$ cat src/rtl/toggle_seq_ctrl_if.sv
// Handshake and feedback bundle between a burst controller, toggle_seq_ctrl and the driven toggle_ff.
// The master side is the launching environment, which also returns the flop's q.
interface toggle_seq_ctrl_if #(
   parameter int CNT_W = 8,
   parameter int GAP_W = 4
);
   logic             start;
   logic [CNT_W-1:0] num_toggles;
   logic [GAP_W-1:0] gap;
   logic             abort;
   logic             q_fb;
   logic             t_out;
   logic             busy;
   logic             done;
   logic             err;
   logic [CNT_W-1:0] toggles_done;

   modport master (
      output start, num_toggles, gap, abort, q_fb,
      input  t_out, busy, done, err, toggles_done
   );

   modport slave (
      input  start, num_toggles, gap, abort, q_fb,
      output t_out, busy, done, err, toggles_done
   );
endinterface

$ cat src/rtl/toggle_seq_ctrl.sv
// Issues a burst of one-cycle t_out pulses with a programmable gap and checks that each
// pulse toggled the downstream flop.
module toggle_seq_ctrl #(
   parameter int CNT_W = 8,
   parameter int GAP_W = 4
) (
   input  logic               clk,
   input  logic               reset,
   toggle_seq_ctrl_if.slave   bus
);
   typedef enum logic [2:0] {
      S_IDLE,
      S_PULSE,
      S_CHECK,
      S_GAP,
      S_DONE
   } state_t;

   state_t             state_q, state_d;
   logic [CNT_W-1:0]   cnt_q, cnt_d;
   logic [GAP_W-1:0]   gap_q, gap_d;
   logic [GAP_W-1:0]   gap_cnt_q, gap_cnt_d;
   logic               exp_q, exp_d;
   logic               err_q, err_d;
   logic [CNT_W-1:0]   tog_q, tog_d;
   logic               t_out_q, t_out_d;
   logic               busy_q, busy_d;
   logic               done_q, done_d;

   always_comb begin
      state_d   = state_q;
      cnt_d     = cnt_q;
      gap_d     = gap_q;
      gap_cnt_d = gap_cnt_q;
      exp_d     = exp_q;
      err_d     = err_q;
      tog_d     = tog_q;

      case (state_q)
         S_IDLE: begin
            if (bus.start && !bus.abort) begin
               cnt_d = bus.num_toggles;
               gap_d = bus.gap;
               if (bus.num_toggles == '0) begin
                  state_d = S_DONE;
               end else begin
                  err_d   = 1'b0;
                  tog_d   = '0;
                  exp_d   = ~bus.q_fb;
                  state_d = S_PULSE;
               end
            end
         end
         S_PULSE: begin
            if (bus.abort) begin
               state_d = S_IDLE;
            end else begin
               tog_d   = tog_q + 1'b1;
               state_d = S_CHECK;
            end
         end
         S_CHECK: begin
            // The flop sampled the pulse on the previous edge, so q_fb is settled here.
            if (bus.abort) begin
               state_d = S_IDLE;
            end else begin
               if (bus.q_fb != exp_q) begin
                  err_d = 1'b1;
               end
               exp_d = ~exp_q;
               if (tog_q == cnt_q) begin
                  state_d = S_DONE;
               end else if (gap_q == '0) begin
                  state_d = S_PULSE;
               end else begin
                  gap_cnt_d = gap_q - 1'b1;
                  state_d   = S_GAP;
               end
            end
         end
         S_GAP: begin
            if (bus.abort) begin
               state_d = S_IDLE;
            end else if (gap_cnt_q == '0) begin
               state_d = S_PULSE;
            end else begin
               gap_cnt_d = gap_cnt_q - 1'b1;
            end
         end
         S_DONE: begin
            state_d = S_IDLE;
         end
         default: begin
            state_d = S_IDLE;
         end
      endcase

      // Outputs are registered copies decoded from the state being entered.
      t_out_d = (state_d == S_PULSE);
      busy_d  = (state_d == S_PULSE) || (state_d == S_CHECK) || (state_d == S_GAP);
      done_d  = (state_d == S_DONE);
   end

   always_ff @(posedge clk) begin
      if (reset) begin
         state_q   <= S_IDLE;
         cnt_q     <= '0;
         gap_q     <= '0;
         gap_cnt_q <= '0;
         exp_q     <= 1'b0;
         err_q     <= 1'b0;
         tog_q     <= '0;
         t_out_q   <= 1'b0;
         busy_q    <= 1'b0;
         done_q    <= 1'b0;
      end else begin
         state_q   <= state_d;
         cnt_q     <= cnt_d;
         gap_q     <= gap_d;
         gap_cnt_q <= gap_cnt_d;
         exp_q     <= exp_d;
         err_q     <= err_d;
         tog_q     <= tog_d;
         t_out_q   <= t_out_d;
         busy_q    <= busy_d;
         done_q    <= done_d;
      end
   end

   assign bus.t_out        = t_out_q;
   assign bus.busy         = busy_q;
   assign bus.done         = done_q;
   assign bus.err          = err_q;
   assign bus.toggles_done = tog_q;
endmodule

$ cat src/flat_wrapper.sv
// flat-port wrapper written by rule: the top's interface ports become plain ports
module toggle_seq_ctrl_flat 
#(
   parameter int CNT_W = 8,
   parameter int GAP_W = 4
)
  (clk, reset, bus_start, bus_num_toggles, bus_gap, bus_abort, bus_q_fb, bus_t_out, bus_busy, bus_done, bus_err, bus_toggles_done);
  toggle_seq_ctrl_if #(.CNT_W(CNT_W), .GAP_W(GAP_W)) bus_i ();
  input  logic clk;
  input  logic reset;
  input wire logic [$bits(bus_i.start)-1:0] bus_start;
  input wire logic [$bits(bus_i.num_toggles)-1:0] bus_num_toggles;
  input wire logic [$bits(bus_i.gap)-1:0] bus_gap;
  input wire logic [$bits(bus_i.abort)-1:0] bus_abort;
  input wire logic [$bits(bus_i.q_fb)-1:0] bus_q_fb;
  output wire logic [$bits(bus_i.t_out)-1:0] bus_t_out;
  output wire logic [$bits(bus_i.busy)-1:0] bus_busy;
  output wire logic [$bits(bus_i.done)-1:0] bus_done;
  output wire logic [$bits(bus_i.err)-1:0] bus_err;
  output wire logic [$bits(bus_i.toggles_done)-1:0] bus_toggles_done;
  assign bus_i.start = bus_start;
  assign bus_i.num_toggles = bus_num_toggles;
  assign bus_i.gap = bus_gap;
  assign bus_i.abort = bus_abort;
  assign bus_i.q_fb = bus_q_fb;
  assign bus_t_out = bus_i.t_out;
  assign bus_busy = bus_i.busy;
  assign bus_done = bus_i.done;
  assign bus_err = bus_i.err;
  assign bus_toggles_done = bus_i.toggles_done;
  toggle_seq_ctrl #(.CNT_W(CNT_W), .GAP_W(GAP_W)) u_core (.clk(clk), .reset(reset), .bus(bus_i));
endmodule
$ cat config.mk
export PLATFORM = sky130hd
export DESIGN_NAME = toggle_seq_ctrl_flat
export DESIGN_NICKNAME = d
export VERILOG_FILES = /design/src/rtl/toggle_seq_ctrl_if.sv /design/src/rtl/toggle_seq_ctrl.sv /design/src/flat_wrapper.sv
export SDC_FILE = /design/constraint.sdc
export NUM_CORES = 1
export LEC_CHECK = 0
export CAP_MARGIN = 20
export CELL_PAD_IN_SITES_DETAIL_PLACEMENT = 1
export CELL_PAD_IN_SITES_GLOBAL_PLACEMENT = 1
export CORE_AREA = 2 2 75 63
export DETAILED_ROUTE_END_ITERATION = 10
export DIE_AREA = 0 0 77 65
export GPL_TIMING_DRIVEN = 0
export PLACE_DENSITY_LB_ADDON = 0.25
export SLEW_MARGIN = 20
export SYNTH_ARGS = -nofsm -noshare
export SYNTH_HDL_FRONTEND = slang
export SYNTH_SLANG_ARGS = --single-unit
$ cat constraint.sdc
create_clock -name clk -period 2 [get_ports clk]
set_clock_uncertainty 0.05 [all_clocks]
set_input_delay 0.3 -clock clk [delete_from_list [all_inputs] [get_ports clk]]
set_output_delay 0.3 -clock clk [all_outputs]
set_load 0.05 [all_outputs]
==> run summary <==
peak supply drop: 0.3437 mV
hold-critical path endpoint: u_core.state_q[0]$_SDFF_PP0_
chip height: 65 um
endpoint arrival time on the critical path: 1.57 ns
Hold Startpoint: reset
buffering stage count on the worst path with inverters included: 1
area fraction of the dominant cell type after synthesis: 41.36%
chip width: 77 um
Seq/Total Area, Yosys: 41.36%
fraction of layout instances using a drive strength above 1: 9.662%
dominant delay contributor by cell family on the critical path: buffers and inverters
number of standard cells after synthesis: 171
P_leak: 0.7254 nW
per-cell via count in the routed design: 5.191
number of design-rule violations left by the first detailed-router iteration: 93
effective utilization at floorplan: 35.62%
Min-Delay Path Depth: 2
number of storage elements in the synthesis netlist: 32
placement-stage worst setup slack: -0.1938 ns
boundary pin count: 29
Reg-to-Reg End: u_core.gap_cnt_q[2]$_SDFFE_PP0P_
Critical R2R Launch: u_core.state_q[2]$_SDFF_PP0_
CP Capture Type: output pin
DRC violation count after routing: 0
Max Fanout on Critical Path: 6
number of vias in the routed layout: 1386
PwrDens: 747.2 mW/mm^2
Critical Path Source Type: flip-flop
Setup violations, final: 0
total track usage: 18.02%
Max Root-Sink Buffers: 2
final wirelength: 4.163 mm
most frequent cells in the layout: dfxtp_1, nor2_1, clkdlybuf4s50_1
insertion delay of the later-clocked pin in the worst-skew pair: 0.29 ns
CTS sink cnt: 32
maximum level of the CTS H-tree: 2
final net count: 225
Most used DFF post-synth: dfxtp_1
number of distinct library cells after synthesis: 39
number of buffers inserted by port buffering: 26
transition time at the pin with the least slew margin: 0.5062 ns
DR pass1 iterations: 4
largest cells by area after synthesis: dfxtp_1, mux2i_1, nor2_1
max-slew violation total from the final report: 0
status: finished clean
number of global-route vias before repair: 1411
critical path start-end classification: reg -> out
Placeable Area: 0.004349 mm^2
timing-limited maximum frequency: 0.5196 GHz
TritonCTS clock tree: built
number of antenna violations at the first check in global routing: 0
number of hold violations in the final report: 0
largest net degree at the start of global routing: 11
Max transition margin: 66.15%
post-route setup slack: 0.07545 ns
final critical-path required period: 1.925 ns
cell with the largest stage delay on the worst path: clkdlybuf4s50_1
RSZ-0062 raised after global routing: false
clock-pin slew reported for the worst setup and hold paths after clock tree synthesis: 0.07 ns
Slowest Stage Delay on Critical Path: 0.85 ns
average cell area after synthesis: 9.058 um^2
Reg2Reg Depth: 6
kind of path behind the tightest hold check: in -> reg
warning count from the yosys run: 0
Final HPWL DP: 3.098 mm
share of flip-flops with an asynchronous set or reset after synthesis: 0%
area grow syn2layout: 31.66%
max-capacitance violation count: 0
Total Die Area: 0.005005 mm^2
library cell with the largest summed area after synthesis: dfxtp_1
most common cell after layout, fill and taps aside: dfxtp_1
Detail Route Antenna Nets: 0
number of buffers added by the clock tree synthesis step: 5
total global routing overflow: 0
final design area excluding fillers: 0.002039 mm^2
number of inserted diodes: 0
Final Cycle Share: 96.23%
number of synthesized flops with an enable pin: 0
post-synthesis instance area: 0.001549 mm^2
worst reg-to-reg setup slack: 0.13 ns
Critical Path RT: 1.65 ns
Routed wire per std cell: 15.59 um
critical-path cell list: clkdlybuf4s50_1
total number of placement rows: 22
buffer cell driving the clock tree root: clkbuf_8
instance area at placement: 0.001884 mm^2
syn_nets: 190
wire length of the first global-routing pass: 7.038 mm
routability cong.: 0.7956
[registers in the layout (all words and copies together), names as in the netlist]
name	flops
u_core.bus.err	1
u_core.cnt_q	8
u_core.exp_q	1
u_core.bus.t_out	1
u_core.bus.busy	1
u_core.gap_q	4
u_core.bus.toggles_done	8
u_core.state_q	3
u_core.bus.done	1
u_core.gap_cnt_q	4
[cell usage after synthesis, types with 2 or more instances]
master    number
a21oi_1        9
a221o_1        2
a31oi_1        3
and2_1         2
buf_2          2
clkbuf_1       4
dfxtp_1       32
ha_1           2
inv_1          4
mux2i_1       16
nand2_1        7
nand2b_1       3
nand3_1        4
nand3b_1       3
nand4_1        4
nor2_1        29
nor4_1         5
o21ai_0        2
o31ai_1        4
o32ai_1        2
or4_1          3
xnor2_1       11
xor2_1         2
[worst max-delay path by stage]
stage / depth (start not counted) / start / endpoint
3_3_place_gp: 7 / bus_num_toggles[4] / u_core.bus.toggles_done[7]$_SDFFE_PP0P_
3_5_place_dp: 7 / bus_num_toggles[4] / u_core.bus.toggles_done[7]$_SDFFE_PP0P_
4_1_cts: 5 / u_core.state_q[2]$_SDFF_PP0_ / u_core.gap_cnt_q[2]$_SDFFE_PP0P_
2_1_floorplan: 5 / u_core.bus.toggles_done[4]$_SDFFE_PP0P_ / u_core.gap_cnt_q[2]$_SDFFE_PP0P_
6_report: 1 / u_core.bus.toggles_done[2]$_SDFFE_PP0P_ / bus_toggles_done[2]
5_1_grt: 1 / u_core.bus.toggles_done[2]$_SDFFE_PP0P_ / bus_toggles_done[2]
[stage by stage]
| step | hold WS [ns] | power (W) | std cells | TNS (ns) | utilization [%] |
|---|---|---|---|---|---|
| CTS | 0.3856 | 0.001535 | 265 | 0 | 46.23 |
| detailed placement | 0.4216 | 0.0008524 | 257 | -1.514 | 43.33 |
| finish | 0.3887 | 0.001524 | 267 | 0 | 46.89 |
| floorplan | 0.3972 | 0.0007852 | 171 | 0 | - |
| global placement | 0.4000 | 0.0008445 | 257 | -1.122 | 43.33 |
| global route | 0.4325 | 0.001587 | 267 | 0 | 46.89 |
[power by group]
| part | internal, W | leakage (nW) | total (W) | switching [W] |
|---|---|---|---|---|
| logic | 0.0000770 | 0.401 | 0.000169 | 0.0000925 |
| registers | 0.000655 | 0.260 | 0.000671 | 0.0000158 |
| clock network | 0.000439 | 0.0645 | 0.000683 | 0.000244 |
| total | 0.00117 | 0.725 | 0.00152 | 0.000352 |
[layer usage]
layer  vias to the layer above  track usage, %  wire [um]
li1                        683               -          -
met1                       668           23.82       2000
met2                        28           29.06       1948
met3                         7           4.318        162
met4                         0           6.027         51
met5                         -               0          0
[layout make-up]
type	instances	area (um^2)
Tap cell	60	75.07
Clock buffer	7	96.34
Buffer	7	36.28
Multi-Input combinational cell	128	867.1
Inverter	4	15.01
Fill cell	523	2310
Timing Repair Buffer	28	277.8
Clock inverter	1	30.03
Sequential cell	32	641.9
[logic make-up after synthesis]
logic type | synth area share [%]
muxes | 10.34
buffers and inverters | 3.311
AOI/OAI and AO/OA | 12.68
DFF | 41.36
adders and majority gates | 1.615
and+or+nand+nor | 23.34
xor gates and xnor gates | 7.351
[timing repair]
| item | CTS | global route |
|---|---|---|
| hold buffers | 0 | 0 |
| buffers inserted | 0 | 2 |
| endpoints found under the setup margin | 0 | 13 |
| resized for setup | 0 | 5 |
(Power assumes the default switching activity.)
